## src/rtl/pipe_ctrl_pkg.sv

```systemverilog
// Shared state encoding and next-PC select codes for the 3-stage pipeline sequencer.
package pipe_ctrl_pkg;

  typedef enum logic [1:0] {
    ST_BOOT  = 2'b00,
    ST_RUN   = 2'b01,
    ST_REDIR = 2'b10,
    ST_MISS  = 2'b11
  } state_e;

  localparam logic [1:0] PC_SEL_PLUS4 = 2'b00;
  localparam logic [1:0] PC_SEL_BR    = 2'b01;
  localparam logic [1:0] PC_SEL_JALR  = 2'b10;
  localparam logic [1:0] PC_SEL_RST   = 2'b11;

endpackage

```

## src/rtl/pipe_ctrl_perf_cnt.sv

```systemverilog
// Free-running cycle counter and retired-instruction counter read by the CSR path.
module perf_cnt #(
  parameter int CNT_W = 32
) (
  input  logic             clk,
  input  logic             reset,
  input  logic             i_cyc_en,
  input  logic             i_ret_en,
  output logic [CNT_W-1:0] o_cycle_cnt,
  output logic [CNT_W-1:0] o_instret
);

  logic [CNT_W-1:0] r_cycle;
  logic [CNT_W-1:0] r_instret;

  always_ff @(posedge clk) begin
    if (reset) begin
      r_cycle   <= '0;
      r_instret <= '0;
    end else begin
      if (i_cyc_en) r_cycle   <= r_cycle + CNT_W'(1);
      if (i_ret_en) r_instret <= r_instret + CNT_W'(1);
    end
  end

  assign o_cycle_cnt = r_cycle;
  assign o_instret   = r_instret;

endmodule

```

## src/rtl/pipe_ctrl.sv

```systemverilog
// Pipeline sequencer: stage enables, bubbles and next-PC select for IF / ID-EX / WB,
// covering boot, redirect flush, load-use stall and data-memory miss freeze.
module pipe_ctrl
  import pipe_ctrl_pkg::*;
#(
  parameter int CNT_W = 32
) (
  input  logic             clk,
  input  logic             reset,
  input  logic             icache_stall_i,
  input  logic             dcache_stall_i,
  input  logic             ex_valid_i,
  input  logic             ex_is_jal_i,
  input  logic             ex_is_jalr_i,
  input  logic             ex_is_branch_i,
  input  logic             ex_br_taken_i,
  input  logic             ex_is_load_i,
  input  logic [4:0]       ex_rd_i,
  input  logic [4:0]       id_rs1_i,
  input  logic [4:0]       id_rs2_i,
  input  logic             id_uses_rs1_i,
  input  logic             id_uses_rs2_i,
  input  logic             wb_valid_i,
  output logic [1:0]       pc_sel_o,
  output logic             if_en_o,
  output logic             ex_en_o,
  output logic             ex_bubble_o,
  output logic             wb_bubble_o,
  output logic [1:0]       state_o,
  output logic [CNT_W-1:0] cycle_cnt_o,
  output logic [CNT_W-1:0] instret_o
);

  state_e r_state;
  state_e w_next_state;
  logic   r_ret_redir;
  logic   w_next_ret_redir;
  logic   w_redirect;
  logic   w_load_use;

  assign w_redirect = ex_valid_i &
                      (ex_is_jal_i | ex_is_jalr_i | (ex_is_branch_i & ex_br_taken_i));

  assign w_load_use = ex_valid_i & ex_is_load_i & (ex_rd_i != 5'd0) &
                      ((id_uses_rs1_i & (id_rs1_i == ex_rd_i)) |
                       (id_uses_rs2_i & (id_rs2_i == ex_rd_i)));

  always_ff @(posedge clk) begin
    if (reset) begin
      r_state     <= ST_BOOT;
      r_ret_redir <= 1'b0;
    end else begin
      r_state     <= w_next_state;
      r_ret_redir <= w_next_ret_redir;
    end
  end

  always_comb begin
    w_next_state     = r_state;
    w_next_ret_redir = r_ret_redir;
    pc_sel_o         = PC_SEL_PLUS4;
    if_en_o          = 1'b0;
    ex_en_o          = 1'b0;
    ex_bubble_o      = 1'b0;
    wb_bubble_o      = 1'b0;

    case (r_state)
      ST_BOOT: begin
        pc_sel_o    = PC_SEL_RST;
        if_en_o     = ~icache_stall_i;
        ex_en_o     = 1'b1;
        ex_bubble_o = 1'b1;
        wb_bubble_o = 1'b1;
        if (!icache_stall_i) w_next_state = ST_RUN;
      end

      ST_RUN: begin
        if (dcache_stall_i) begin
          w_next_ret_redir = 1'b0;
          w_next_state     = ST_MISS;
        end else if (icache_stall_i && w_redirect) begin
          // Hold the redirecting instruction in EX until the fetch side can follow it.
          wb_bubble_o = 1'b1;
        end else if (icache_stall_i) begin
          ex_en_o     = 1'b1;
          ex_bubble_o = 1'b1;
        end else if (w_redirect) begin
          pc_sel_o     = ex_is_jalr_i ? PC_SEL_JALR : PC_SEL_BR;
          if_en_o      = 1'b1;
          ex_en_o      = 1'b1;
          ex_bubble_o  = 1'b1;
          w_next_state = ST_REDIR;
        end else if (w_load_use) begin
          ex_en_o     = 1'b1;
          ex_bubble_o = 1'b1;
        end else begin
          if_en_o = 1'b1;
          ex_en_o = 1'b1;
        end
      end

      ST_REDIR: begin
        // Squash the wrong-path fetch issued alongside the redirect.
        if (dcache_stall_i) begin
          w_next_ret_redir = 1'b1;
          w_next_state     = ST_MISS;
        end else begin
          if_en_o     = ~icache_stall_i;
          ex_en_o     = 1'b1;
          ex_bubble_o = 1'b1;
          if (!icache_stall_i) w_next_state = ST_RUN;
        end
      end

      ST_MISS: begin
        if (!dcache_stall_i) w_next_state = r_ret_redir ? ST_REDIR : ST_RUN;
      end
    endcase

    if (reset) begin
      pc_sel_o    = PC_SEL_RST;
      if_en_o     = 1'b0;
      ex_en_o     = 1'b0;
      ex_bubble_o = 1'b1;
      wb_bubble_o = 1'b1;
    end
  end

  assign state_o = r_state;

  perf_cnt #(
    .CNT_W(CNT_W)
  ) u_perf_cnt (
    .clk         (clk),
    .reset       (reset),
    .i_cyc_en    (1'b1),
    .i_ret_en    (wb_valid_i & ~dcache_stall_i),
    .o_cycle_cnt (cycle_cnt_o),
    .o_instret   (instret_o)
  );

endmodule

```

## config.mk

```make
export PLATFORM = sky130hd
export DESIGN_NAME = pipe_ctrl
export DESIGN_NICKNAME = d
export VERILOG_FILES = /design/src/rtl/pipe_ctrl_pkg.sv /design/src/rtl/pipe_ctrl_perf_cnt.sv /design/src/rtl/pipe_ctrl.sv
export SDC_FILE = /design/constraint.sdc
export NUM_CORES = 1
export LEC_CHECK = 0
export BUFFER_PORTS_ARGS = -buffer_cell sky130_fd_sc_hd__buf_2
export CORE_AREA = 3 3 79 88
export CTS_BUF_LIST = sky130_fd_sc_hd__clkbuf_2
export DETAILED_ROUTE_END_ITERATION = 12
export DIE_AREA = 0 0 82 91
export GPL_TIMING_DRIVEN = 0
export PLACE_DENSITY = 0.86
export SETUP_SLACK_MARGIN = 0.5
export SYNTH_ARGS = -nofsm -noshare
export SYNTH_HDL_FRONTEND = slang
export SYNTH_SLANG_ARGS = --single-unit
```

## constraint.sdc

```tcl
create_clock -name clk -period 3.65 [get_ports clk]
set_input_delay 0.1825 -clock clk [delete_from_list [all_inputs] [get_ports clk]]
set_output_delay 0.1825 -clock clk [all_outputs]
set_load 0.005 [all_outputs]
```

=== Word-level counts from Yosys, hierarchy flattened ===
Index checks and enable logic that the tools add are counted.

* Register bits after elaboration: 67
* Latch bits: 0
* Memory bits (writable): 0
* Memory bits (read-only): 0
* Input port bits: 28
* Output and inout port bits: 72
* Logic and storage cells: 79
* Memories kept: 0

* $add $sub $neg: 2
* Multipliers: 0
* Divide/modulo/power cells: 0
* Order comparisons: 0
* Equality and inequality tests: 11
* Shift operators: 0
* Multiplexer cells: 43
* Bitwise gates (word level): 13
* Reduce and logical (&&, ||, !) cells: 6

{| class="wikitable"
|+ Operator list
! operator !! count
|-
| adder 32 x 1 -> 32 bit, second input constant || 2
|-
| 2-to-1 mux 2 bit || 14
|-
| 2-to-1 mux 1 bit || 22
|-
| equality test 5 bit || 2
|-
| inequality test 3 bit, second input constant || 3
|-
| case mux 1 bit (3 select lines) || 3
|-
| bitwise AND 1 bit || 8
|-
| case mux 2 bit (4 select lines) || 1
|-
| inequality test 2 bit, second input constant || 3
|-
| nonzero test 5 bit || 1
|-
| equality test 2 bit, second input constant || 2
|-
| case mux 1 bit (2 select lines) || 2
|-
| case mux 2 bit (2 select lines) || 1
|-
| AND reduction 4 bit || 1
|-
| bitwise OR 1 bit || 3
|-
| AND reduction 3 bit || 1
|-
| equality test 2 x 1 -> 1 bit, second input constant || 1
|-
| logical NOT 2 bit || 1
|-
| inverter 1 bit || 2
|-
| nonzero test 2 bit || 1
|-
| logical AND 1 bit || 1
|}

=== Longest topological paths before layout ===
Gate-level depths: netlist of the first run.

* Depth in word-level cells: 11
* Depth in mapped cells: 7
* Mapped depth without buffers: 5

=== Hierarchy ===
From an unflattened synthesis of the first run, not the netlist that was laid out.

* Cell total of the unflattened synthesis: 420
* Area total of the unflattened synthesis: 3508.4 µm²

{| class="wikitable"
|+ Modules (own cells, without submodules)
! module !! times used !! cells each !! area each (µm²) !! seq. area each (µm²)
|-
| perf_cnt || 1 || 354 || 3019.1 || 1281.2
|-
| pipe_ctrl || 1 || 66 || 489.2 || 60.1
|}

=== Worst setup path before layout of the first run ===
Ideal clock, no wire load.

* Kind: flip-flop to flip-flop
* Start: reg u_perf_cnt.r_instret[0] (netlist: u_perf_cnt.o_instret[0])
* End: reg u_perf_cnt.r_instret[30] (netlist: u_perf_cnt.o_instret[30])
* Library setup time: 0.121 ns
* Arrival: 1.614 ns
* Data required time: 3.529 ns
* Slack: 1.916 ns
* Cell stages (with the launch flop): 7
* Buffers on the path: 1
* Period minus slack after synthesis: 1.734 ns
* Cell sequence: dfxtp_1 > ha_1 > and3b_1 > buf_2 > nand4_2 > nor4_1 > mux2_2

* Longest elaborated chain between the ends: 1

{| class="wikitable"
|+ RTL lines
! item !! line !! RTL
|-
| start, declared || pipe_ctrl_perf_cnt.sv:14 || <nowiki>logic [CNT_W-1:0] r_instret;</nowiki>
|-
| start signal, assigned || pipe_ctrl_perf_cnt.sv:22 || <nowiki>if (i_ret_en) r_instret <= r_instret + CNT_W'(1);</nowiki>
|-
| adder 32 x 1 -> 32 bit || pipe_ctrl_perf_cnt.sv:22 ||
|}

Every way passes these cells.
A chain may end at the register's enable or synchronous reset.

=== Worst setup path after layout of the first run ===
* Start: reg r_state[0] (netlist: state_o[0])
* End: out ex_bubble_o

* Longest elaborated chain between the ends: 3
* Elaborated cells between the ends (all ways): 5
* Those cells by class: 2 x eq/ne; 2 x mux; 1 x reduce/logical

{| class="wikitable"
|+ RTL lines
! item !! line !! RTL
|-
| start, declared || pipe_ctrl.sv:34 || <nowiki>state_e r_state;</nowiki>
|-
| start signal, assigned || pipe_ctrl.sv:53 || <nowiki>r_state <= w_next_state;</nowiki>
|-
| equality test 2 bit, or another cell as far along || pipe_ctrl.sv:67 || <nowiki>case (r_state)</nowiki>
|-
| case mux 1 bit (3 select lines) * || pipe_ctrl.sv:67 ||
|-
| 2-to-1 mux 1 bit * || pipe_ctrl.sv:120 || <nowiki>if (reset) begin</nowiki>
|-
| end, declared || pipe_ctrl.sv:27 || <nowiki>output logic ex_bubble_o,</nowiki>
|}

Mark *: on every way between the ends. The rest lies on a longest branch, timed or not.

==> results.txt, run 1 <==
outcome - finished, final reports clean
Ports - 100
Root Driver - clkbuf_2
switching power - 0.000318 W
Worst Path Required - 3.47 ns
final setup vio count - 0
routability congestion estimate - 0.866
min-delay worst type - input pin to flop
Worst IR Drop VDD - 0.161 mV
vias post-DR - 3479
Leakage Power - 1.73 nW
Worst Path Arrival - 2.04 ns
Fin Setup TNS - 0 ns
top-count cell post-synth - dfxtp_1
hold_ws - 0.0621 ns
PD cells - 286 nW/um^2
Tmin final - 2.22 ns
largest family of logic cells by synthesized area - simple AND/OR/NAND/NOR gates
area of the core - 6160 um^2
First DRT Iteration DRCs - 142
XOR/XNOR Fraction of Synth Area - 0.0752
RSZ-0062 raised after global routing - no
Comb power frac - 0.088
grt ovf - 0
clock transition at the registers of the reported paths - 0.18 ns
Compound-Gate Fraction of Synth Area - 0.133
clk_skew - 0.0177 ns
syn nets - 441
number of nets with antenna violations after routing - 0
DRC - 0
Synth Area in Adders - 0.0100
final instance area - 4160 um^2
initial antenna violation count - 0
crit path from - state_o[0]
post-synthesis mux area share - 0.0480
Hold Vio Cnt, Final - 0
Area growth syn-to-layout - 19.0%
Hold-fix buffers, CTS - 0
pin count of the biggest net entering global routing - 11
Synth top area share - 0.384
chip width - 82 um
GR Layer Usage met3 - 0.0427
Diodes inserted - 0
setup bufs post-CTS - 0
sequential share of power - 0.628
largest cells by area after synthesis - dfxtp_1 38%, xor2_1 5.8%, a21oi_1 4.7%
critical path type - flop to primary output
post-layout net count - 550
Clock power frac - 0.284
Post-synth top cells - 67 x dfxtp_1, 41 x nor2_1, 33 x a21oi_1
synthesized area - 3500 um^2
DP HPWL - 6.45 mm
clock latency on the worst-skew pair - 0.49 ns
Max Cap Violations - 0
Pint - 0.000871 W
CTS tree - done
HP Start - reset
met1 Use GR - 0.295
Port-buffer cells - 98
CP max FO - 9
synthesis-stage register bit count - 67
H-tree level count - 3
Synth Warn # - 0
cts bufs inserted - 9
Syn Inst Count - 411
vias per inst - 5.75
Setup crit end kind - primary output
row count - 30
worst r2r src - u_perf_cnt.o_instret[0]
Slew Viols, Final - 0
Peak Freq - 0.450 GHz
Clock Sinks - 67
overall routing resource usage - 0.235
FFs w/ async S/R, synth - 0
Synth Area per Inst - 8.51 um^2
dpl cell area - 4090 um^2
worst slew pin tran - 0.565 ns
die footprint - 7460 um^2
first-pass GRT wire length - 14.0 mm
final WL - 8.64 mm
routed length per placed instance - 14.3 um
layer with the highest usage - met2
Die Y-Extent - 91 um
initial core utilization - 0.568
Synth Flop Type - dfxtp_1
clk buf depth - 2
register area share after synthesis - 0.384
Startpoint Class - flop
Synth cell types - 50
Power, Total - 0.00119 W
First-pass DRT Iterations - 4
switching share of power - 0.268
Simple-Gate Fraction of Synth Area - 0.314
final worst-path cycle share - 0.609
Post-CTS Resized - 0
grt met2 use - 0.381
normalized max-slew margin - 0.623
number of synthesized flops with an enable pin - 0
vias in the first global route - 3104
top cell type by total area after synthesis - dfxtp_1
share of layout cells above drive strength 1 - 0.265
-- routing by layer --
metal | up-vias | routed length (um)
li1 | 1728 | -
met1 | 1630 | 3790
met2 | 110 | 4200
met3 | 11 | 533
met4 | 0 | 125
met5 | - | 0
-- sequential cells by signal, indices dropped and copies added, names as in the netlist --
register                cells
state_o                     2
u_perf_cnt.o_cycle_cnt     32
u_perf_cnt.o_instret       32
r_ret_redir                 1
-- worst paths after layout --
check,depth (start not counted),slack (ns),end
max,6,1.43,ex_bubble_o
min,3,0.06,u_perf_cnt.o_instret[24]
max reg2reg,6,1.59,u_perf_cnt.o_instret[30]
min reg2reg,2,0.51,u_perf_cnt.o_cycle_cnt[15]
-- stage by stage --
step,util,setup slack [ns],std cells
3_3_place_gp,0.664,1.67,589
6_report,0.676,1.43,605
5_1_grt,0.676,1.26,605
2_1_floorplan,-,1.92,411
3_5_place_dp,0.664,1.65,589
4_1_cts,0.676,1.42,605
-- logic make-up (layout without fill, tap and decap cells) --
group / after synthesis / count (layout)
fa+ha+maj: 3 / 3
mux: 15 / 15
compound gates: 75 / 75
simple gates: 191 / 191
buf+inv: 30 / 144
flops: 67 / 67
xor+xnor: 30 / 30
-- critical path, cell delays in order (launching register included) --
cell	delay [ns]
dfxtp_1	0.35
clkbuf_1	0.21
maj3_1	0.41
a41oi_1	0.25
nand2_1	0.07
o21ai_0	0.14
buf_2	0.13
-- power by group through the flow --
| stage | clock network (W) | logic, W | registers [W] |
|---|---|---|---|
| 2_1_floorplan | 0 | 0.0000590 | 0.000760 |
| 3_3_place_gp | 0 | 0.000100 | 0.000761 |
| 3_5_place_dp | 0 | 0.000104 | 0.000761 |
| 4_1_cts | 0.000347 | 0.000105 | 0.000746 |
| 5_1_grt | 0.000372 | 0.000117 | 0.000748 |
| 6_report | 0.000338 | 0.000105 | 0.000746 |
-- area by class of cell --
| cell class | instances | area (um^2) |
|---|---|---|
| multi-input combinational | 314 | 2030 |
| tap | 80 | 100 |
| inverter | 8 | 30.0 |
| fill | 534 | 1990 |
| sequential | 67 | 1340 |
| timing repair buffer | 98 | 490 |
| clock buffer | 11 | 55.1 |
| buffer | 22 | 97.6 |
| clock inverter | 5 | 20.0 |
-- placed cells by master (no fill, tap or decap), types with 8 or more instances in the layout --
master	count
buf_2	104
dfxtp_1	67
nor2_1	41
a21oi_1	33
nand2_1	24
xor2_1	23
o31ai_1	17
or4_1	17
nor2b_1	16
nand3_1	16
nand4_1	15
mux2_2	14
clkbuf_1	12
o21ai_0	12
or3_1	11
clkbuf_2	11
nor3_1	9
and4_1	9
inv_1	8
nor4_1	8
Power figures use the tool's default switching activity.
==> run 2, diff against run 1 <==
CORE_AREA = 3 3 81 91   (was 3 3 79 88)
DIE_AREA = 0 0 84 94   (was 0 0 82 91)
PLACE_DENSITY = 0.82   (was 0.86)
clock period = 2.1 ns   (was 3.65 ns; I/O delays follow)
==> run 2 against run 1 <==
Routed wire length grew 56%. Sequential cell count is the same. Via count grew 22%. First-iteration DRC count grew to 2.9 times the previous value.
==> results.txt, run 2 (synthesis gave the netlist of run 1 again) <==
outcome - finished, final reports clean
Critical Path Stages - 7 (+1)
Fin Setup TNS - 0 ns (unchanged)
critical path's slowest cell - dfxtp_2
Hold Vio Cnt, Final - 0 (unchanged)
vias per inst - 6.26 (+8.9%)
vias post-DR - 4238 (+22%)
Area growth syn-to-layout - 58.3%
clock latency on the worst-skew pair - 0.55 ns (+0.06 ns)
r2r setup slk - 0.31 ns (-1.28 ns)
Diodes inserted - 0 (unchanged)
Die Y-Extent - 94 um (+3.3%)
final WL - 13.5 mm (+56%)
worst reg2reg endpoint - u_perf_cnt.o_cycle_cnt[22]
Leakage Power - 2.46 nW (+42%)
CP Cell Sequence - buf_8, buf_4, a21oi_1, a211o_1, a21oi_1, o21ai_2, buf_2
Tmin final - 1.96 ns
HP Start - wb_valid_i
die footprint - 7900 um^2 (+5.8%)
final instance area - 5540 um^2 (+33%)
worst r2r src - u_perf_cnt.o_cycle_cnt[13]
critical path type - flop to primary output
first-pass GRT wire length - 17.4 mm (+24%)
Max Cap Violations - 0 (unchanged)
pin count of the biggest net entering global routing - 12 (+1)
PD cells - 412 nW/um^2 (+44%)
slowest stage delay, CP - 0.38 ns (-0.03 ns)
RSZ-0062 raised after global routing - yes
Port-buffer cells - 98 (unchanged)
final worst-path cycle share - 0.934
area of the core - 6560 um^2 (+6.5%)
initial core utilization - 0.533 (-0.0346)
clock transition at the registers of the reported paths - 0.17 ns (about the same)
clk buf depth - 2 (unchanged)
vias in the first global route - 3761 (+21%)
routability congestion estimate - 0.796 (-8.2%)
initial antenna violation count - 0 (unchanged)
routed length per placed instance - 19.9 um (+39%)
crit-path leading delay family - compound AO/OA/AOI/OAI gates
Setup crit end kind - primary output
Worst Path Arrival - 1.86 ns (-0.18 ns)
First-pass DRT Iterations - 5 (+1)
Filler cells - 333 (-38%)
Layout Utilization - 0.844 (+0.168)
CP max FO - 5 (-4)
share of layout cells above drive strength 1 - 0.561 (+0.297)
most frequent CP cell - a21oi_1
H-tree level count - 3 (unchanged)
buffers and inverters on the worst path - 3 (+1)
Root Driver - clkbuf_2
dpl cell area - 4160 um^2 (+1.9%)
CTS tree - done
Worst Path Required - 2.00 ns (-1.47 ns)
number of nets with antenna violations after routing - 0 (unchanged)
grt ovf - 0 (unchanged)
DRC - 0 (unchanged)
overall routing resource usage - 0.274 (+0.0390)
clk_skew - 0.0227 ns (+0.00504 ns)
chip width - 84 um (+2.4%)
Power, Total - 0.00228 W (+92%)
post-layout net count - 621 (+13%)
Ports - 100 (unchanged)
normalized max-slew margin - 0.505 (-0.118)
Worst IR Drop VDD - 0.555 mV (+240%)
commonest non-fill, non-tap cell in the layout - buf_2
Peak Freq - 0.510 GHz
Slew Viols, Final - 0 (unchanged)
row count - 31 (+3.3%)
First DRT Iteration DRCs - 407 (+190%)
min-delay worst type - input pin to flop
worst slew pin tran - 0.743 ns (+0.178 ns)
final setup vio count - 0 (unchanged)
Startpoint Class - flop
Clock Sinks - 67 (unchanged)
DP HPWL - 6.46 mm (+0.12%)
CP Capture Point - ex_bubble_o
most frequent cells in the layout - 98 x buf_2, 52 x buf_4, 41 x nor2_1, 34 x dfxtp_2, 23 x xor2_1
crit path from - state_o[0]
cts bufs inserted - 9 (unchanged)
worst reg2reg path depth - 6 (unchanged)
==> run 2: changes by cell type in the layout (fill, tap and decap cells not counted), moves of 13 or more <==
cell | before | now
a21oi_1 | 33 | 20
dfxtp_1 | 67 | 17
a21oi_2 | 0 | 13
buf_6 | 1 | 20
dfxtp_4 | 0 | 16
buf_4 | 0 | 52
dfxtp_2 | 0 | 34
==> run 2: power breakdown <==
| part | internal, W | leakage (nW) | switching [W] |
|---|---|---|---|
| Combinational | 0.000119 | 1.82 | 0.000131 |
| Clock | 0.000271 | 0.0692 | 0.000484 |
| Sequential | 0.00127 | 0.570 | 0.0000106 |
| Total | 0.00166 | 2.46 | 0.000626 |
==> run 2: worst min-delay path: cells and delay by family <==
family                    cells  cell delay (ns)
xor gates and xnor gates      1             0.14
buffers and inverters         1             0.11
and+or+nand+nor               2             0.19
==> run 2: cell type report <==
cell class	count	area, um^2	share of cell area
multi-input combinational	316	2580	0.467
sequential	67	1440	0.261
timing repair buffer	167	1100	0.199
buffer	22	176	0.0319
tap	82	103	0.0185
clock buffer	11	55.1	0.00995
clock inverter	4	43.8	0.00791
inverter	8	30.0	0.00542
==> run 2: timing repair <==
item	4_1_cts	5_1_grt
resized for setup	101	94
cloned	4	0
buffers inserted	44	22
endpoints found under the hold margin	1	0
hold buffers	1	0
setup endpoints to repair	46	48
pin swaps	31	37
==> run 2: routing by layer <==
metal | vias to the layer above | GRT usage | share of wire
met5 | - | 0 | 0
met4 | 0 | 0.0938 | 0.054
met3 | 77 | 0.0789 | 0.077
met2 | 275 | 0.497 | 0.50
met1 | 2018 | 0.306 | 0.37
li1 | 1868 | - | -
==> run 2: stage by stage <==
| stage | worst slack [ns] | hold slack (ns) | std cells |
|---|---|---|---|
| after floorplan | 0.471 | 0.340 | 411 |
| after global placement | 0.328 | 0.436 | 591 |
| after detailed placement | 0.288 | 0.442 | 591 |
| after CTS | 0.159 | 0.0333 | 655 |
| after global routing | 0.0346 | 0.0212 | 677 |
| final | 0.139 | 0.00349 | 677 |
==> run 2: worst min-delay path by stage <==
stage,slack [ns],depth (start not counted),to
detailed placement,0.44,1,u_perf_cnt.o_cycle_cnt[0]
finish,0.003,4,u_perf_cnt.o_instret[0]
global route,0.02,4,u_perf_cnt.o_instret[0]
floorplan,0.34,1,pc_sel_o[1]
global placement,0.44,1,u_perf_cnt.o_cycle_cnt[0]
CTS,0.03,4,u_perf_cnt.o_instret[0]
==> run 3, diff against run 2 <==
REMOVE_ABC_BUFFERS = 1   (was default)
==> run 3 against run 2 <==
Final cell count shrank 5.5%. First-iteration DRC count is 57% lower. Setup slack improved by 0.15 ns. Utilization fell by 6.6 points. Critical path depth is 1 lower. Die area unchanged.
==> results.txt, run 3 (synthesis gave the netlist of run 1 again) <==
final setup vio count - 0 (unchanged)
row count - 31 (unchanged)
area of the multi-input gates - 2500 um^2 (-3.4%)
Area growth syn-to-layout - 46.0%
most frequent CP cell - a21oi_1
Register Area - 1450 um^2 (+0.26%)
dpl ws - -0.0916 ns (-0.379 ns)
chip width - 84 um (unchanged)
vias in the first global route - 3347 (-11%)
number of nets with antenna violations after routing - 0 (unchanged)
HP Start - dcache_stall_i
H-tree level count - 3 (unchanged)
worst r2r src - u_perf_cnt.o_cycle_cnt[5]
r2r setup slk - 0.37 ns (+0.06 ns)
First-pass DRT Iterations - 4 (-1)
overall routing resource usage - 0.241 (-0.0327)
area of the core - 6560 um^2 (unchanged)
CP Cell Sequence - buf_4, a21oi_1, a211o_1, a21oi_1, o21ai_1, buf_2
final WL - 10.9 mm (-19%)
Worst Slack Setup Final - 0.285 ns (+0.146 ns)
normalized max-slew margin - 0.441 (-0.0640)
Worst Path Arrival - 1.71 ns (-0.15 ns)
post-layout net count - 584 (-6.0%)
Startpoint Class - flop
final instance area - 5100 um^2 (-7.8%)
routed length per placed instance - 17.0 um (-14%)
Worst IR Drop VDD - 0.350 mV (-37%)
most frequent cells in the layout - 98 x buf_2, 41 x nor2_1, 40 x buf_4, 32 x a21oi_1, 31 x dfxtp_2
dpl cell area - 4000 um^2 (-4.0%)
Tmin final - 1.82 ns (-0.146 ns)
CP max FO - 3 (-2)
Hold Vio Cnt, Final - 0 (unchanged)
vias post-DR - 3850 (-9.2%)
Hold Path End - state_o[1]
DRC - 0 (unchanged)
worst reg2reg endpoint - u_perf_cnt.o_cycle_cnt[20]
CTS tree - done
grt ovf - 0 (unchanged)
Max Cap Violations - 0 (unchanged)
Clock Sinks - 67 (unchanged)
outcome - finished, final reports clean
First DRT Iteration DRCs - 175 (-57%)
clock latency on the worst-skew pair - 0.49 ns (-0.06 ns)
cts bufs inserted - 9 (unchanged)
min-delay worst type - input pin to flop
Ports - 100 (unchanged)
crit-path leading delay family - compound AO/OA/AOI/OAI gates
routability congestion estimate - 0.832 (+4.5%)
Worst Path Required - 2.00 ns (about the same)
RSZ-0062 raised after global routing - yes
PD cells - 431 nW/um^2 (+4.6%)
buffers and inverters on the worst path - 2 (-1)
share of layout cells above drive strength 1 - 0.511 (-0.0506)
pin count of the biggest net entering global routing - 86 (+74)
vias per inst - 6.02 (-3.9%)
Peak Freq - 0.551 GHz (+8.0%)
critical path's slowest cell - dfxtp_4
Die Y-Extent - 94 um (unchanged)
clk_skew - 0.0254 ns (+0.00267 ns)
Diodes inserted - 0 (unchanged)
Port-buffer cells - 99 (+1.0%)
critical path type - flop to primary output
first-pass GRT wire length - 15.6 mm (-10%)
initial antenna violation count - 0 (unchanged)
final worst-path cycle share - 0.864 (-0.0695)
worst slew pin tran - 0.839 ns (+0.0960 ns)
initial core utilization - 0.533 (unchanged)
Leakage Power - 2.29 nW (-6.8%)
clk buf depth - 2 (unchanged)
Power, Total - 0.00220 W (-3.6%)
clock transition at the registers of the reported paths - 0.18 ns (about the same)
Setup crit end kind - primary output
Root Driver - clkbuf_2
commonest non-fill, non-tap cell in the layout - buf_2
worst reg2reg path depth - 6 (unchanged)
hold depth - 3 (-1)
Filler cells - 410 (+23%)
DP HPWL - 5.50 mm (-15%)
Slew Viols, Final - 0 (unchanged)
slowest stage delay, CP - 0.40 ns (+0.02 ns)
die footprint - 7900 um^2 (unchanged)
-- run 3: worst max-delay path by stage --
| stage | start | endpoint | slack, ns | cells after the start |
|---|---|---|---|---|
| after floorplan | u_perf_cnt.o_instret[0] | u_perf_cnt.o_instret[30] | 0.25 | 5 |
| after global placement | u_perf_cnt.o_instret[0] | u_perf_cnt.o_instret[30] | -0.03 | 5 |
| after detailed placement | u_perf_cnt.o_instret[0] | u_perf_cnt.o_instret[30] | -0.09 | 5 |
| after CTS | state_o[0] | ex_bubble_o | 0.28 | 5 |
| after global routing | state_o[1] | ex_bubble_o | 0.19 | 5 |
| final | state_o[1] | ex_bubble_o | 0.28 | 6 |
-- run 3: layout make-up --
cell class                      count  area share
Timing Repair Buffer              149       0.182
Multi-Input combinational cell    319       0.489
Inverter                            8     0.00588
Sequential cell                    67       0.284
Tap cell                           82      0.0201
Clock buffer                       11      0.0108
Clock inverter                      4     0.00834
-- run 3: timing repair --
action,4_1_cts,5_1_grt
setup endpoints to repair,49,47
buffers inserted,29,19
pin swaps,27,29
resized for setup,95,71
gates cloned,4,1
hold buffers,1,1
hold endpoints to repair,2,1
-- run 3: tightest hold or removal path, cell delays in order --
cell and delay, ns:
buf_2 0.18, nor2_1 0.14, a211oi_1 0.08
-- run 3: power by group --
part           leakage [nW]  switching [W]  total [W]  internal [W]
clock network        0.0669       0.000447   0.000717      0.000270
logic                  1.65       0.000103   0.000203     0.0000991
registers             0.570      0.0000146    0.00128       0.00127
-- run 3: layer usage --
layer,GRT usage,wire length (um),part of all wire
met2,0.431,5650,0.52
met3,0.0605,637,0.059
met1,0.282,4300,0.40
met5,0,0,0
met4,0.0791,291,0.027
-- run 3: stage by stage --
| stage | std cells | setup TNS (ns) | utilization | hold slack [ns] |
|---|---|---|---|---|
| finish | 640 | 0 | 0.779 | 0.0437 |
| global route | 640 | 0 | 0.779 | 0.0439 |
| CTS | 619 | 0 | 0.713 | 0.00694 |
| detailed placement | 570 | -0.0916 | 0.610 | 0.434 |
| global placement | 570 | -0.0311 | 0.610 | 0.423 |
| floorplan | 389 | 0 | - | 0.172 |
